===== config.mk =====
export PLATFORM = sky130hd
export DESIGN_NAME = morse_letter_scheduler_flat
export DESIGN_NICKNAME = d
export VERILOG_FILES = /design/src/rtl/morse_letter_scheduler_if.sv /design/src/rtl/morse_letter_scheduler.sv /design/src/flat_wrapper.sv
export SDC_FILE = /design/constraint.sdc
export NUM_CORES = 1
export LEC_CHECK = 0
export ABC_AREA = 1
export CAP_MARGIN = 15
export CELL_PAD_IN_SITES_DETAIL_PLACEMENT = 1
export CELL_PAD_IN_SITES_GLOBAL_PLACEMENT = 2
export CORE_ASPECT_RATIO = 2
export CORE_MARGIN = 2
export CORE_UTILIZATION = 35
export CTS_BUF_LIST = sky130_fd_sc_hd__clkbuf_2
export DETAILED_ROUTE_END_ITERATION = 8
export PLACE_DENSITY = 0.86
export SYNTH_ARGS = -nofsm -noshare
export SYNTH_HDL_FRONTEND = slang
export SYNTH_SLANG_ARGS = --single-unit

===== constraint.sdc =====
create_clock -name ClockIn -period 3.3 [get_ports ClockIn]
set_clock_uncertainty 0.15 [all_clocks]
set_input_delay 0.66 -clock ClockIn [delete_from_list [all_inputs] [get_ports ClockIn]]
set_output_delay 0.66 -clock ClockIn [all_outputs]
set_load 0.005 [all_outputs]

===== src/rtl/morse_letter_scheduler_if.sv =====
// Requester handshakes and transmitter-side outputs of the Morse letter scheduler.
// The scheduler uses the slave modport; user logic and the transmitter see the master view.
interface morse_letter_scheduler_if #(
  parameter int FIFO_DEPTH = 4
);
  logic                          ReqA;
  logic [2:0]                    LetterA;
  logic                          AckA;
  logic                          ReqB;
  logic [2:0]                    LetterB;
  logic                          AckB;
  logic                          Start;
  logic [2:0]                    Letter;
  logic                          Busy;
  logic [$clog2(FIFO_DEPTH):0]   Count;

  modport master (
    output ReqA, LetterA, ReqB, LetterB,
    input  AckA, AckB, Start, Letter, Busy, Count
  );

  modport slave (
    input  ReqA, LetterA, ReqB, LetterB,
    output AckA, AckB, Start, Letter, Busy, Count
  );
endinterface


===== src/rtl/morse_letter_scheduler.sv =====
// Two-requester round-robin front end for a Morse letter transmitter: letters are
// queued in a small FIFO and launched one at a time with a letter+gap holdoff.
module morse_letter_scheduler #(
  parameter int CLOCK_FREQUENCY = 50000000,
  parameter int FIFO_DEPTH      = 4,
  parameter int LETTER_PERIODS  = 12,
  parameter int GAP_PERIODS     = 3
) (
  input logic                     ClockIn,
  input logic                     Resetn,
  morse_letter_scheduler_if.slave bus
);
  localparam int PERIOD        = CLOCK_FREQUENCY / 2;
  localparam int LETTER_CYCLES = LETTER_PERIODS * PERIOD;
  localparam int TOTAL_CYCLES  = (LETTER_PERIODS + GAP_PERIODS) * PERIOD;
  localparam int PW            = $clog2(FIFO_DEPTH);
  localparam int CW            = PW + 1;
  localparam int TW            = $clog2(TOTAL_CYCLES + 1);

  localparam logic [TW-1:0] SEND_LAST = TW'(LETTER_CYCLES - 1);
  localparam logic [TW-1:0] GAP_LAST  = TW'(TOTAL_CYCLES - 1);

  localparam logic [1:0] IDLE   = 2'd0;
  localparam logic [1:0] LAUNCH = 2'd1;
  localparam logic [1:0] SEND   = 2'd2;
  localparam logic [1:0] GAP    = 2'd3;

  logic [2:0]    mem [FIFO_DEPTH];
  logic [PW-1:0] wr_ptr_reg, rd_ptr_reg;
  logic [CW-1:0] count_reg;
  logic [1:0]    state_reg, state_next;
  logic [TW-1:0] timer_reg, timer_next;
  logic [1:0]    ack_reg;
  logic          last_b_reg;
  logic          start_reg, busy_reg;
  logic [2:0]    letter_reg;

  logic [1:0]    req_vec, elig, grant;
  logic          full, push, pop;
  logic [2:0]    push_letter;

  assign req_vec = {bus.ReqB, bus.ReqA};
  assign full    = (count_reg == CW'(FIFO_DEPTH));

  // A requester whose Ack is currently high is still dropping Req; skip it this cycle.
  generate
    for (genvar gi = 0; gi < 2; gi++) begin : g_elig
      assign elig[gi] = req_vec[gi] & ~ack_reg[gi];
    end
  endgenerate

  always_comb begin
    grant = 2'b00;
    if (!full) begin
      if (elig == 2'b11) begin
        grant = last_b_reg ? 2'b01 : 2'b10;
      end else begin
        grant = elig;
      end
    end
  end

  assign push        = |grant;
  assign push_letter = grant[1] ? bus.LetterB : bus.LetterA;

  // timer_reg equals the number of cycles since the LAUNCH cycle of the current letter.
  always_comb begin
    state_next = state_reg;
    timer_next = timer_reg;
    pop        = 1'b0;
    case (state_reg)
      IDLE: begin
        timer_next = '0;
        if (count_reg != '0) begin
          pop        = 1'b1;
          state_next = LAUNCH;
        end
      end
      LAUNCH: begin
        timer_next = TW'(1);
        state_next = SEND;
      end
      SEND: begin
        timer_next = timer_reg + TW'(1);
        if (timer_reg == SEND_LAST) begin
          state_next = GAP;
        end
      end
      default: begin
        timer_next = timer_reg + TW'(1);
        if (timer_reg == GAP_LAST) begin
          timer_next = '0;
          if (count_reg != '0) begin
            pop        = 1'b1;
            state_next = LAUNCH;
          end else begin
            state_next = IDLE;
          end
        end
      end
    endcase
  end

  always_ff @(posedge ClockIn) begin
    if (push) begin
      mem[wr_ptr_reg] <= push_letter;
    end
  end

  always_ff @(posedge ClockIn) begin
    if (!Resetn) begin
      wr_ptr_reg <= '0;
      rd_ptr_reg <= '0;
      count_reg  <= '0;
      state_reg  <= IDLE;
      timer_reg  <= '0;
      ack_reg    <= 2'b00;
      last_b_reg <= 1'b1;
      start_reg  <= 1'b0;
      busy_reg   <= 1'b0;
      letter_reg <= 3'b000;
    end else begin
      if (push) begin
        wr_ptr_reg <= wr_ptr_reg + PW'(1);
        last_b_reg <= grant[1];
      end
      if (pop) begin
        rd_ptr_reg <= rd_ptr_reg + PW'(1);
        letter_reg <= mem[rd_ptr_reg];
      end
      case ({push, pop})
        2'b10:   count_reg <= count_reg + CW'(1);
        2'b01:   count_reg <= count_reg - CW'(1);
        default: count_reg <= count_reg;
      endcase
      state_reg <= state_next;
      timer_reg <= timer_next;
      ack_reg   <= grant;
      // Start and Busy are a registered view of the FSM, so they trail it by one cycle.
      start_reg <= (state_reg == LAUNCH);
      busy_reg  <= (state_reg != IDLE);
    end
  end

  assign bus.AckA   = ack_reg[0];
  assign bus.AckB   = ack_reg[1];
  assign bus.Start  = start_reg;
  assign bus.Letter = letter_reg;
  assign bus.Busy   = busy_reg;
  assign bus.Count  = count_reg;
endmodule

===== src/flat_wrapper.sv =====
// flat-port wrapper written by rule: the top's interface ports become plain ports
module morse_letter_scheduler_flat 
#(
  parameter int CLOCK_FREQUENCY = 50000000,
  parameter int FIFO_DEPTH      = 4,
  parameter int LETTER_PERIODS  = 12,
  parameter int GAP_PERIODS     = 3
)
  (ClockIn, Resetn, bus_ReqA, bus_LetterA, bus_ReqB, bus_LetterB, bus_AckA, bus_AckB, bus_Start, bus_Letter, bus_Busy, bus_Count);
  morse_letter_scheduler_if #(.FIFO_DEPTH(FIFO_DEPTH)) bus_i ();
  input logic ClockIn;
  input logic Resetn;
  input wire logic [$bits(bus_i.ReqA)-1:0] bus_ReqA;
  input wire logic [$bits(bus_i.LetterA)-1:0] bus_LetterA;
  input wire logic [$bits(bus_i.ReqB)-1:0] bus_ReqB;
  input wire logic [$bits(bus_i.LetterB)-1:0] bus_LetterB;
  output wire logic [$bits(bus_i.AckA)-1:0] bus_AckA;
  output wire logic [$bits(bus_i.AckB)-1:0] bus_AckB;
  output wire logic [$bits(bus_i.Start)-1:0] bus_Start;
  output wire logic [$bits(bus_i.Letter)-1:0] bus_Letter;
  output wire logic [$bits(bus_i.Busy)-1:0] bus_Busy;
  output wire logic [$bits(bus_i.Count)-1:0] bus_Count;
  assign bus_i.ReqA = bus_ReqA;
  assign bus_i.LetterA = bus_LetterA;
  assign bus_i.ReqB = bus_ReqB;
  assign bus_i.LetterB = bus_LetterB;
  assign bus_AckA = bus_i.AckA;
  assign bus_AckB = bus_i.AckB;
  assign bus_Start = bus_i.Start;
  assign bus_Letter = bus_i.Letter;
  assign bus_Busy = bus_i.Busy;
  assign bus_Count = bus_i.Count;
  morse_letter_scheduler #(.CLOCK_FREQUENCY(CLOCK_FREQUENCY), .FIFO_DEPTH(FIFO_DEPTH), .LETTER_PERIODS(LETTER_PERIODS), .GAP_PERIODS(GAP_PERIODS)) u_core (.ClockIn(ClockIn), .Resetn(Resetn), .bus(bus_i));
endmodule

[After elaboration in Yosys (flattened, before gate mapping)]
Memories as Yosys holds them, arrays and structs flattened. A register that Yosys moved wholly into a read port is not among the register bits.
Cells that the tools add are included.
Cells by class
  add/subtract/negate cells: 5
  equality and inequality tests: 10
  multiplexer cells: 17
  bitwise gates (word level): 4
  reductions and logical operators: 9
Operators with widths (number)
  $pmux W29 S3: 1
  $eq A29 B29 Y1 const B: 2
  $add A29 B1 Y29 const B: 1
  $mux W29: 1
  $mux W2: 6
  $eq A2 B2 Y1 const B: 3
  $pmux W2 S3: 1
  $pmux W3 S2: 1
  $mux W1: 5
  $add A2 B1 Y2 const B: 2
  $eq A2 B1 Y1 const B: 2
  $ne A2 B1 Y1 const B: 2
  $reduce_bool A2 Y1: 2
  $reduce_bool A4 Y1: 1
  $reduce_or A2 Y1: 2
  $add A3 B1 Y3 const B: 1
  $eq A3 B3 Y1 const B: 1
  $mux W3: 1
  $reduce_and A3 Y1: 1
  $reduce_bool A3 Y1: 1
  $sub A3 B1 Y3 const B: 1
  $and A1 B1 Y1: 2
  $logic_not A2 Y1: 1
  $not A1 Y1: 2
  2 further kinds: 2
Storage, ports and cells
  bits in registers: 43
  RAM bits: 12
  memories kept: 1
Memory list
  u_core.mem: depth 4, width 3, rd ports 1, clocked after Yosys merged registers in 1, wr ports 1, RTL line morse_letter_scheduler.sv:28  | logic [2:0] mem [FIFO_DEPTH];

[Logic depth before layout (Yosys ltp)]
Gate-level depths: netlist (run 1).
  word-level depth: 8
  mapped depth: 16

[Worst setup path before layout (run 1)]
No wires, ideal clock.
  path type: reg2reg
  start point: reg u_core.timer_reg[0]
  end point: reg u_core.count_reg[2], in the netlist u_core.bus.Count[2]
  arrival time: 2216 ps
  path slack: 812 ps
  cell stages (with the launch flop): 17
  path buffers: 0
  path through: dfxtp_1 -> ha_1 -> nand2_2 -> nor2_4 -> nand3_1 -> nor2_1 -> nand2_1 -> nand2_2 -> nand2_1 -> inv_2 -> ha_1 -> inv_1 -> fa_1 -> a21oi_1 -> o21ai_0 -> o21ai_0 -> a21oi_1
Between the ends
  longest elaborated chain between the ends: 5
  elaborated cells between the ends (all ways): 7
RTL lines
  start, declared: RTL line morse_letter_scheduler.sv:32  | logic [TW-1:0] timer_reg, timer_next;
  start signal, assigned: RTL line morse_letter_scheduler.sv:137  | timer_reg <= timer_next;
  $eq A29 B29 Y1 (*): RTL line morse_letter_scheduler.sv:91  | if (timer_reg == GAP_LAST) begin
  $mux W1 (*): RTL line morse_letter_scheduler.sv:91
  $pmux W1 S2 (*): RTL line morse_letter_scheduler.sv:71  | case (state_reg)
  net u_core.pop: RTL line morse_letter_scheduler.sv:39  | logic full, push, pop;
  $eq A2 B1 Y1 or $eq A2 B2 Y1 (tied branches): RTL line morse_letter_scheduler.sv:131  | case ({push, pop})
  $pmux W3 S2 or $reduce_bool A2 Y1 (tied branches)
  end signal, assigned: RTL line morse_letter_scheduler.sv:132  | 2'b10: count_reg <= count_reg + CW'(1);
  end signal, assigned: RTL line morse_letter_scheduler.sv:133  | 2'b01: count_reg <= count_reg - CW'(1);
  end signal, assigned: RTL line morse_letter_scheduler.sv:134  | default: count_reg <= count_reg;
  end, declared: RTL line morse_letter_scheduler.sv:30  | logic [CW-1:0] count_reg;
The timed path passes the listed nets; every way through them passes the cells marked *.
A chain may end at the register's enable or synchronous reset.

[Worst setup path in the final report (run 1)]
Same ends and word-level chain as after synthesis.

==> Implementation_results.wiki, run 1 <==
{| class="wikitable"
! Metric !! Value
|-
| Via density per instance || 4.97
|-
| Pins Over Slew Limit || 0
|-
| Worst slew pin tran || 600 ps
|-
| Antenna-violating nets left || 0
|-
| # DRC || 0
|-
| Async S/R FF share, synth || 0
|-
| Result of the run || finished clean
|-
| Max-Cap Viols || 0
|-
| Final critical-path share of the clock period || 0.897
|-
| Total number of clock tree sinks || 58
|-
| Portion of synthesized cell area occupied by the leading cell type || 0.309
|-
| Final Hold Fails || 0
|-
| Clock network fraction of design power || 0.222
|-
| Internal power contribution || 1270 uW
|-
| Highest routed layer || met4
|-
| Clock tree from TritonCTS || done
|-
| Setup repair after global routing missed its margin || no
|-
| Minimum clock period after layout || 2960 ps
|-
| Slack of the worst reg-to-reg path || about 340 ps
|-
| Largest register FFs || 29
|-
| Count of synthesis-stage warnings from yosys || 0
|-
| Via count of the routed design || about 2,600
|-
| Post-synthesis cell count || approximately 410
|-
| Buffers on Ports || 19
|-
| Number of rows created at floorplan || 47
|-
| WP data required || 3560 ps
|-
| Width of the die || 69.2 microns
|-
| Startpoint type of the worst setup path || flop
|-
| Post-synth EDFFs || 12
|-
| Setup violation total in the final timing report || 0
|-
| Most frequent cells after synthesis || sky130_fd_sc_hd__nor2_1 (93), sky130_fd_sc_hd__nand2_1 (72), sky130_fd_sc_hd__inv_1 (56)
|-
| WL per Instance || ~15 microns
|-
| Antenna violations before repair || 1
|-
| Share of the core filled with cells in the final layout || 0.404
|-
| Core region area || 8290 sq um
|-
| Final weighted congestion in routability-driven placement || 0.795
|-
| Net count after synthesis || 426
|-
| Share of final-layout standard cells stronger than drive strength 1 || 0.0624
|-
| Number of levels the H-tree was split into || 3
|-
| First-pass GRT wire length || 13,200 microns
|-
| Mapped Avg Cell Area || 7.35 sq um
|-
| Area Growth Syn to Fin || 12.5%
|-
| Leakage power of the design || roughly 0.0013 uW
|-
| Count of unique library cells instantiated by Yosys || 33
|-
| Post CTS Setup Buffer Count || 0
|-
| Switching power || 722 uW
|-
| Max Root-Sink Buffers || 2
|-
| Inserted Clock Buffers || 9
|-
| Cell types with the largest area share after synthesis || sky130_fd_sc_hd__dfxtp_1 (31%), sky130_fd_sc_hd__edfxtp_1 (12%), sky130_fd_sc_hd__nor2_1 (12%)
|-
| Hold-fix buffers at CTS || 0
|-
| Register bit count reported by yosys || 58
|-
| Non-Filler Cell Area, Final || approximately 3300 sq um
|-
| Aggregate global-route resource usage || 0.187
|-
| Met1 wire length || 2610 microns
|-
| Routed wl met2 || 4960 microns
|-
| Total power density per cell area || 595 nW/um^2
|-
| Seq/Total Area, Yosys || 0.430
|-
| Type of the most critical hold path || flop to flop
|-
| WS Path Type || flop to flop
|-
| Critical Path End Type || flop
|-
| Cells resized by post-CTS repair || 0
|-
| Portion of total power attributed to sequential cells || 0.461
|-
| Total congestion overflow || 0
|-
| Setup Total Neg Slack || 0 ps
|-
| Number of cells after detailed placement || 515
|-
| Pin count of the biggest net entering global routing || 30
|-
| Count of routing violations after the opening detailed-route iteration || slightly below 80
|-
| Vertical die dimension || 134 microns
|-
| Switching fraction of total power || 0.362
|-
| Initial cell density of the core || 0.359
|-
| Final non-filler cell total || 532
|-
| Arr. time, crit path || about 3200 ps
|-
| Total power || 1990 uW
|-
| Die footprint || 9300 sq um
|-
| Routed wire length || between 8000 and 9000 microns
|-
| Slew Limit Headroom || 0.599
|-
| Top fanout value on the critical path || 6
|-
| Cell accounting for the most synthesized area || sky130_fd_sc_hd__dfxtp_1
|-
| Placed wire-length estimate after detailed placement || roughly 6600 microns
|-
| Cell with the most instances after synthesis || sky130_fd_sc_hd__nor2_1
|-
| DR WL met3 || ~170 microns
|-
| Fmax || around 340 MHz
|-
| Most frequently used flop master after synthesis || sky130_fd_sc_hd__dfxtp_1
|-
| Post-DP Area || 3240 sq um
|-
| Nets || between 400 and 500
|-
| Mapped cell area || 2980 sq um
|-
| Detailed-router iteration count before antenna repair || 4
|-
| Worst IR drop on VDD || 0.371 mV
|-
| Root cell of the clock tree || sky130_fd_sc_hd__clkbuf_2
|-
| Combinational cell fraction of total power || 0.317
|-
| Latest clock arrival within the worst-skew pair || 530 ps
|-
| Clock slew at the register clock pins of the worst setup and hold paths || 170 ps
|-
| Number of global-route vias before repair || 2,823
|-
| I/O pins || 20
|}
[through the flow]
step	worst slack [ps]	hold slack, ps
floorplan	812	301
global placement	425	325
detailed placement	281	337
CTS	359	367
global route	21.0	389
finish	339	357
[power groups by stage]
| stage | Sequential, uW | Combinational (uW) | Clock [uW] |
|---|---|---|---|
| after global placement | 935 | 628 | 0 |
| after global routing | 936 | 736 | 489 |
| after CTS | 924 | 652 | 462 |
| after detailed placement | 939 | 648 | 0 |
| after floorplan | 904 | 446 | 0 |
| final | 919 | 631 | 443 |
[kinds of logic after synthesis]
kind of cell | count (synthesis) | synth area share
simple gates | 217 | 0.305
buf+inv | 65 | 0.0895
flops | 58 | 0.430
compound gates | 34 | 0.0647
xor+xnor | 17 | 0.0500
fa+ha+maj | 11 | 0.0488
mux | 3 | 0.0113
[cell usage in the layout, fill, tap and decap left out, types with 2 or more instances in the layout]
cell type | Yosys | layout
sky130_fd_sc_hd__nand4_1 | 6 | 6
sky130_fd_sc_hd__edfxtp_1 | 12 | 12
sky130_fd_sc_hd__nand2_2 | 3 | 3
sky130_fd_sc_hd__o21ai_0 | 13 | 13
sky130_fd_sc_hd__xor2_1 | 14 | 14
sky130_fd_sc_hd__a21oi_1 | 11 | 11
sky130_fd_sc_hd__o31ai_1 | 2 | 2
sky130_fd_sc_hd__clkinv_1 | 0 | 2
sky130_fd_sc_hd__clkbuf_2 | 0 | 11
sky130_fd_sc_hd__o32ai_1 | 3 | 3
sky130_fd_sc_hd__dfxtp_1 | 46 | 46
sky130_fd_sc_hd__xnor2_1 | 3 | 3
sky130_fd_sc_hd__mux2_2 | 3 | 3
sky130_fd_sc_hd__clkdlybuf4s50_1 | 0 | 19
sky130_fd_sc_hd__ha_1 | 10 | 10
sky130_fd_sc_hd__o21ai_1 | 2 | 2
sky130_fd_sc_hd__nor2_2 | 2 | 2
sky130_fd_sc_hd__nand2_1 | 72 | 72
sky130_fd_sc_hd__nor2_1 | 93 | 93
sky130_fd_sc_hd__clkinv_2 | 0 | 2
sky130_fd_sc_hd__inv_1 | 56 | 56
sky130_fd_sc_hd__nor3_1 | 20 | 20
sky130_fd_sc_hd__nand3_1 | 17 | 17
[worst max-delay path, cell delays in order, from the launching register on]
cell and delay [ps]:
sky130_fd_sc_hd__dfxtp_1 420, sky130_fd_sc_hd__ha_1 210, sky130_fd_sc_hd__nand2_2 90, sky130_fd_sc_hd__nor2_4 170, sky130_fd_sc_hd__nand3_1 100, sky130_fd_sc_hd__nor2_1 120, sky130_fd_sc_hd__nand2_1 90, sky130_fd_sc_hd__nand2_2 80
sky130_fd_sc_hd__nand2_1 120, sky130_fd_sc_hd__inv_2 130, sky130_fd_sc_hd__ha_1 150, sky130_fd_sc_hd__inv_1 70, sky130_fd_sc_hd__fa_1 380, sky130_fd_sc_hd__a21oi_1 180, sky130_fd_sc_hd__o21ai_0 130, sky130_fd_sc_hd__o21ai_0 180
sky130_fd_sc_hd__a21oi_1 70
[metal layers]
layer | vias up | track usage
met5 | - | 0
met4 | 0 | 0.125
met3 | 22 | 0.0308
met2 | 35 | 0.390
met1 | 1264 | 0.147
li1 | 1324 | -
[cell type report]
cell class	instances	area, sq um
inverter	57	214
timing repair buffer	20	198
clock inverter	5	47.5
fill	1082	4940
clock buffer	11	55.1
sequential	58	1280
tap	98	123
multi-input combinational	282	1430
antenna	1	2.50
[final timing paths]
check | from | endpoint | cells after the start
worst max register to register | u_core.timer_reg[0]$_SDFF_PN0_ | u_core.bus.Count[2]$_SDFFE_PN0P_ | 16
worst min register to register | u_core.last_b_reg$_SDFFE_PN1P_ | u_core.last_b_reg$_SDFFE_PN1P_ | 2
worst max-delay path | u_core.timer_reg[0]$_SDFF_PN0_ | u_core.bus.Count[2]$_SDFFE_PN0P_ | 16
worst min-delay path | u_core.last_b_reg$_SDFFE_PN1P_ | u_core.last_b_reg$_SDFFE_PN1P_ | 2
No activity file was read; power rests on OpenSTA's default activity.
==> run 2: changes to the inputs <==
--- a/config.mk
+++ b/config.mk
@@ -9,12 +9,14 @@
 export CAP_MARGIN = 15
 export CELL_PAD_IN_SITES_DETAIL_PLACEMENT = 1
 export CELL_PAD_IN_SITES_GLOBAL_PLACEMENT = 2
-export CORE_ASPECT_RATIO = 2
+export CORE_ASPECT_RATIO = 1.25
 export CORE_MARGIN = 2
 export CORE_UTILIZATION = 35
 export CTS_BUF_LIST = sky130_fd_sc_hd__clkbuf_2
 export DETAILED_ROUTE_END_ITERATION = 8
 export PLACE_DENSITY = 0.86
+export REMOVE_ABC_BUFFERS = 1
+export SLEW_MARGIN = 20
 export SYNTH_ARGS = -nofsm -noshare
 export SYNTH_HDL_FRONTEND = slang
 export SYNTH_SLANG_ARGS = --single-unit
==> run 2 against run 1 <==
Routed wire length fell by 7.9%. Sequential power fell by 0.4%. Non-clock buffer count did not move. Worst hold slack improved by 4.2 ps. Count of clock-buffer cells in the layout fell by 2. Final cell count fell by 0.38%. Global-route usage fell by 0.37 points. Via count fell by 2.7%. Critical path depth did not move. Sequential cell count did not move. Fmax rose by 5.8%. Highest routed layer unchanged.
==> Implementation_results.wiki, run 2 (same netlist as run 1, synthesis figures left out) <==
{| class="wikitable"
! Metric !! Value
|-
| Result of the run || finished clean
|-
| Top fanout value on the critical path || 6 (unchanged)
|-
| Antenna violations before repair || 0 (-1)
|-
| Cells resized by post-CTS repair || 0 (unchanged)
|-
| Critical Path End Type || flop
|-
| Initial cell density of the core || 0.361 (+0.00223)
|-
| Antenna-violating nets left || 0 (unchanged)
|-
| Final weighted congestion in routability-driven placement || 0.789 (-0.78%)
|-
| Routed wire length || 7500 microns (-7.9%)
|-
| Setup violation total in the final timing report || 0 (unchanged)
|-
| # DRC || 0 (unchanged)
|-
| Core region area || 8240 sq um (-0.62%)
|-
| Via density per instance || 4.86 (-2.3%)
|-
| WS Path Type || flop to flop
|-
| Latest clock arrival within the worst-skew pair || 530 ps (about the same)
|-
| Vertical die dimension || 107 microns (-20%)
|-
| Minimum clock period after layout || 2800 ps (-162 ps)
|-
| Post-route worst setup slack || 501 ps (+162 ps)
|-
| Leakage power of the design || 0.00128 uW (+0.65%)
|-
| Clock slew at the register clock pins of the worst setup and hold paths || 200 ps (+30 ps)
|-
| Detailed-router iteration count before antenna repair || 4 (unchanged)
|-
| Clock tree from TritonCTS || done
|-
| Setup slack after placement || 349 ps (+67.8 ps)
|-
| Startpoint type of the worst setup path || flop
|-
| Sequential cell area || 1280 sq um (unchanged)
|-
| Number of antenna cells inserted || 0 (-1)
|-
| Worst Hold Path Cells || 2 (unchanged)
|-
| Critical R2R Launch || u_core.timer_reg[0]$_SDFF_PN0_
|-
| Count of routing violations after the opening detailed-route iteration || 74 (-6.3%)
|-
| Width of the die || 86.5 microns (+25%)
|-
| Max-Cap Viols || 0 (unchanged)
|-
| Area Growth Syn to Fin || 13.9%
|-
| Share of the core filled with cells in the final layout || 0.411 (+0.00737)
|-
| Buffers on Ports || 19 (unchanged)
|-
| Min-Delay Startpoint || u_core.bus.Letter[1]$_SDFFE_PN0P_
|-
| WL per Instance || 14.2 microns (-7.6%)
|-
| Die footprint || 9260 sq um (-0.43%)
|-
| Total number of clock tree sinks || 58 (unchanged)
|-
| Number of rows created at floorplan || 37 (-21%)
|-
| CP startpoint || u_core.timer_reg[0]$_SDFF_PN0_
|-
| Final Hold Fails || 0 (unchanged)
|-
| Type of the most critical hold path || flop to flop
|-
| Worst slew pin tran || 607 ps (+6.67 ps)
|-
| Total power density per cell area || 625 nW/um^2 (+5.0%)
|-
| Share of final-layout standard cells stronger than drive strength 1 || 0.0670 (+0.00462)
|-
| Final critical-path share of the clock period || 0.848 (-0.0492)
|-
| Via count of the routed design || 2,574 (-2.7%)
|-
| Root cell of the clock tree || sky130_fd_sc_hd__clkbuf_2
|-
| Number of levels the H-tree was split into || 3 (unchanged)
|-
| First-pass GRT wire length || 13,000 microns (-1.5%)
|-
| Arr. time, crit path || 3100 ps (-130 ps)
|-
| Top library cells by usage in the layout, fill and taps aside || sky130_fd_sc_hd__nor2_1 (93), sky130_fd_sc_hd__nand2_1 (72), sky130_fd_sc_hd__inv_1 (56)
|-
| Number of global-route vias before repair || 2,795 (-0.99%)
|-
| Placed wire-length estimate after detailed placement || 5690 microns (-14%)
|-
| Setup repair after global routing missed its margin || no
|-
| Hold-fix buffers at CTS || 0 (unchanged)
|-
| Inserted Clock Buffers || 9 (unchanged)
|-
| Slew Limit Headroom || 0.594 (-0.00446)
|-
| Logic depth of the worst register-to-register path || 16 (unchanged)
|-
| Multi-input logic area || 1430 sq um (unchanged)
|-
| Post CTS Setup Buffer Count || 0 (unchanged)
|-
| Largest register FFs || 29 (unchanged)
|-
| Fill cell count || 1,078 (-0.37%)
|-
| WP data required || 3600 ps (+40 ps)
|-
| Total congestion overflow || 0 (unchanged)
|-
| Pins Over Slew Limit || 0 (unchanged)
|-
| Max Root-Sink Buffers || 2 (unchanged)
|-
| Fmax || 357 MHz (+5.8%)
|-
| Pin count of the biggest net entering global routing || 30 (unchanged)
|-
| Worst IR drop on VDD || 0.344 mV (-7.3%)
|-
| I/O pins || 20 (unchanged)
|-
| Most common cell after layout, fill and taps aside || sky130_fd_sc_hd__nor2_1
|-
| Nets || 449 (unchanged)
|-
| Aggregate global-route resource usage || 0.183 (-0.00367)
|-
| Setup Total Neg Slack || 0 ps (unchanged)
|}
-- run 2: routing by layer --
metal / global-route usage / share of wire
met5: 0 / 0
met3: 0.0370 / 0.028
met1: 0.198 / 0.42
met2: 0.329 / 0.53
met4: 0.0971 / 0.020
-- run 2: final cells by class --
type,count,share of cell area
Clock buffer,9,0.0133
Clock inverter,7,0.0299
Inverter,57,0.0631
Multi-Input combinational cell,282,0.422
Sequential cell,58,0.378
Tap cell,97,0.0358
Timing Repair Buffer,20,0.0583
-- run 2: critical path, cell delays in order, from the launching register on --
cell	delay, ps
sky130_fd_sc_hd__dfxtp_1	420
sky130_fd_sc_hd__ha_1	200
sky130_fd_sc_hd__nand2_2	90
sky130_fd_sc_hd__nor2_4	160
sky130_fd_sc_hd__nand3_1	90
sky130_fd_sc_hd__nor2_1	100
sky130_fd_sc_hd__nand2_1	80
sky130_fd_sc_hd__nand2_2	80
sky130_fd_sc_hd__nand2_1	140
sky130_fd_sc_hd__inv_2	140
sky130_fd_sc_hd__ha_1	160
sky130_fd_sc_hd__inv_1	70
sky130_fd_sc_hd__fa_1	380
sky130_fd_sc_hd__a21oi_1	150
sky130_fd_sc_hd__o21ai_0	110
sky130_fd_sc_hd__o21ai_0	150
sky130_fd_sc_hd__a21oi_1	50
-- run 2: worst paths after layout --
path                                                          end  slack (ps)
worst max-delay path             u_core.bus.Count[2]$_SDFFE_PN0P_         500
worst min-delay path            u_core.bus.Letter[1]$_SDFFE_PN0P_         360
worst max register to register   u_core.bus.Count[2]$_SDFFE_PN0P_         500
worst min register to register  u_core.bus.Letter[1]$_SDFFE_PN0P_         360
-- run 2: stage by stage --
stage | power (uW) | hold WS, ps | area (sq um) | std cells
after floorplan | 1330 | 301 | 2920 | 397
after CTS | 2160 | 363 | 3390 | 530
after global placement | 1540 | 321 | 3240 | 514
after global routing | 2290 | 392 | 3390 | 530
after detailed placement | 1570 | 335 | 3240 | 514
final | 2120 | 361 | 3390 | 530
-- run 2: power breakdown --
| group | internal (uW) | total [uW] | switching, uW |
|---|---|---|---|
| registers | 841 | 915 | 73.7 |
| logic | 257 | 633 | 376 |
| clock network | 256 | 571 | 314 |
| total | 1350 | 2120 | 764 |
==> run 3: changes to the inputs <==
==> constraint.sdc (replaced) <==
create_clock -name ClockIn -period 2.7 [get_ports ClockIn]
set_clock_uncertainty 0.15 [all_clocks]
set_input_delay 0.54 -clock ClockIn [delete_from_list [all_inputs] [get_ports ClockIn]]
set_output_delay 0.54 -clock ClockIn [all_outputs]
set_load 0.005 [all_outputs]
==> run 3 against run 2 <==
Final cell count grew 1.9%. Routed wire length shrank 0.29%. Largest power group unchanged. Die area stayed put. Total power is 20% higher. Utilization grew 0.62 points. Non-clock buffer count is 10 higher. Worst hold slack worse by 30 ps. Global-route usage decreased by 0.75 points.
==> Implementation_results.wiki, run 3 (same netlist as run 1, synthesis figures left out) <==
{| class="wikitable"
! Metric !! Value
|-
| Result of the run || finished clean
|-
| Width of the die || 86.5 microns (unchanged)
|-
| Final hold slack || 331 ps (-30.2 ps)
|-
| Number of rows created at floorplan || 37 (unchanged)
|-
| Vertical die dimension || 107 microns (unchanged)
|-
| Most common cell after layout, fill and taps aside || sky130_fd_sc_hd__nor2_1
|-
| Via density per instance || 4.88 (+0.55%)
|-
| Share of final-layout standard cells stronger than drive strength 1 || 0.0948 (+0.0278)
|-
| Slack of the worst reg-to-reg path || 230 ps (-270 ps)
|-
| Detailed-router iteration count before antenna repair || 4 (unchanged)
|-
| Setup repair after global routing missed its margin || no
|-
| Nets || 459 (+2.2%)
|-
| Initial cell density of the core || 0.361 (unchanged)
|-
| Setup Total Neg Slack || 0 ps (unchanged)
|-
| Pin count of the biggest net entering global routing || 14 (-53%)
|-
| WP data required || 2990 ps (-610 ps)
|-
| Buffers on Ports || 19 (unchanged)
|-
| Top fanout value on the critical path || 4 (-2)
|-
| Fmax || 405 MHz (+13%)
|-
| Clock tree from TritonCTS || done
|-
| Critical Path End Type || flop
|-
| Worst IR drop on VDD || 0.345 mV (about the same)
|-
| Final critical-path share of the clock period || 0.915 (+0.0669)
|-
| Total power density per cell area || 737 nW/um^2 (+18%)
|-
| Logic depth of the worst register-to-register path || 16 (unchanged)
|-
| Largest register FFs || 29 (unchanged)
|-
| Inserted Clock Buffers || 9 (unchanged)
|-
| Antenna-violating nets left || 0 (unchanged)
|-
| Number of levels the H-tree was split into || 3 (unchanged)
|-
| Final weighted congestion in routability-driven placement || 0.787 (-0.24%)
|-
| Placed wire-length estimate after detailed placement || 5880 microns (+3.2%)
|-
| Type of the most critical hold path || flop to flop
|-
| Leakage power of the design || 0.00131 uW (+2.4%)
|-
| Latest clock arrival within the worst-skew pair || 530 ps (about the same)
|-
| Hold-fix buffers at CTS || 0 (unchanged)
|-
| Antenna violations before repair || 0 (unchanged)
|-
| WS Path Type || flop to flop
|-
| Top library cells by usage in the layout, fill and taps aside || sky130_fd_sc_hd__nor2_1 (93), sky130_fd_sc_hd__nand2_1 (72), sky130_fd_sc_hd__inv_1 (56)
|-
| Number of global-route vias before repair || 2,732 (-2.3%)
|-
| Pins Over Slew Limit || 0 (unchanged)
|-
| Minimum clock period after layout || 2470 ps (-328 ps)
|-
| Worst slew pin tran || 365 ps (-241 ps)
|-
| Total congestion overflow || 0 (unchanged)
|-
| CP startpoint || u_core.timer_reg[0]$_SDFF_PN0_
|-
| Capture instance of the worst register-to-register path || u_core.bus.Count[2]$_SDFFE_PN0P_
|-
| Setup violation total in the final timing report || 0 (unchanged)
|-
| Die footprint || 9260 sq um (unchanged)
|-
| I/O pins || 20 (unchanged)
|-
| Aggregate global-route resource usage || 0.176 (-0.00747)
|-
| Crit-path slowest cell || sky130_fd_sc_hd__dfxtp_2
|-
| Critical R2R Launch || u_core.timer_reg[0]$_SDFF_PN0_
|-
| Cell breakdown of the critical path || ha_2 > nand2_2 > nor2_4 > nand3_1 > nor2_1 > nand2_1 > nand2_2 > nand2_1 > inv_2 > ha_1 > inv_1 > fa_2 > a21oi_1 > o21ai_1 > o21ai_1 > a21oi_1
|-
| WL per Instance || 13.9 microns (-2.1%)
|-
| Final Hold Fails || 0 (unchanged)
|-
| Clock slew at the register clock pins of the worst setup and hold paths || 180 ps (-20 ps)
|-
| Number of antenna cells inserted || 0 (unchanged)
|-
| Core region area || 8240 sq um (unchanged)
|-
| Max-Cap Viols || 0 (unchanged)
|-
| Worst Hold Path Cells || 1 (-1)
|-
| First-pass GRT wire length || 12,400 microns (-4.2%)
|-
| Via count of the routed design || 2,637 (+2.4%)
|-
| Startpoint type of the worst setup path || flop
|-
| Max Root-Sink Buffers || 2 (unchanged)
|-
| Count of routing violations after the opening detailed-route iteration || 92 (+24%)
|-
| # DRC || 0 (unchanged)
|-
| Delay of the slowest critical-path stage || 390 ps (-30 ps)
|-
| Slew Limit Headroom || 0.754 (+0.160)
|-
| Arr. time, crit path || 2760 ps (-340 ps)
|-
| Root cell of the clock tree || sky130_fd_sc_hd__clkbuf_2
|-
| Total number of clock tree sinks || 58 (unchanged)
|-
| Routed wire length || 7480 microns (-0.29%)
|-
| Area Growth Syn to Fin || 15.6%
|-
| Worst setup path endpoint || u_core.bus.Count[2]$_SDFFE_PN0P_
|}
## run 3: timing repair
| item | CTS | global route |
|---|---|---|
| setup endpoints to repair | 0 | 1 |
| setup buffers | 0 | 2 |
| resized for setup | 0 | 6 |
## run 3: power by group
part	internal [uW]	switching (uW)	leakage, uW
Sequential	1030	90.1	0.000486
Combinational	369	469	0.000766
Clock	209	368	0.0000616
## run 3: layout make-up
class,instances,area (sq um)
flip-flops and latches,58,1280
repair buffers,30,273
clock buffers,9,45.0
well taps,97,121
clock inverters,7,70.1
multi-input cells,282,1430
inverters,57,214
fillers,1091,4800
## run 3: worst min-delay path by stage
stage                                            from                                end
floorplan              u_core.last_b_reg$_SDFFE_PN1P_     u_core.last_b_reg$_SDFFE_PN1P_
global placement    u_core.bus.Letter[0]$_SDFFE_PN0P_  u_core.bus.Letter[0]$_SDFFE_PN0P_
detailed placement     u_core.timer_reg[0]$_SDFF_PN0_     u_core.timer_reg[0]$_SDFF_PN0_
CTS                 u_core.bus.Letter[0]$_SDFFE_PN0P_  u_core.bus.Letter[0]$_SDFFE_PN0P_
global route           u_core.timer_reg[0]$_SDFF_PN0_     u_core.timer_reg[0]$_SDFF_PN0_
finish                 u_core.timer_reg[0]$_SDFF_PN0_     u_core.timer_reg[0]$_SDFF_PN0_
## run 3: stage by stage
stage | cell area [sq um] | total power [uW] | setup WS (ps) | utilization | cells
4_1_cts | 3420 | 2530 | 51.8 | 0.415 | 538
2_1_floorplan | 2920 | 1620 | 212 | - | 397
3_5_place_dp | 3300 | 1950 | 74.2 | 0.401 | 522
6_report | 3440 | 2530 | 229 | 0.418 | 540
5_1_grt | 3440 | 2720 | 18.8 | 0.418 | 540
3_3_place_gp | 3300 | 1920 | 165 | 0.401 | 522
## run 3: critical path: cells and delay by family (launching register included)
kind | cells | cell delay, ps
and+or+nand+nor | 7 | 600
AOI/OAI and AO/OA | 4 | 400
adders and majority gates | 3 | 680
DFF | 1 | 390
buffers and inverters | 2 | 170
## run 3: metal layers
| metal | share of wire | global-route usage |
|---|---|---|
| met2 | 0.53 | 0.326 |
| met1 | 0.42 | 0.178 |
| met4 | 0.024 | 0.0848 |
| met3 | 0.028 | 0.0446 |
| met5 | 0 | 0 |
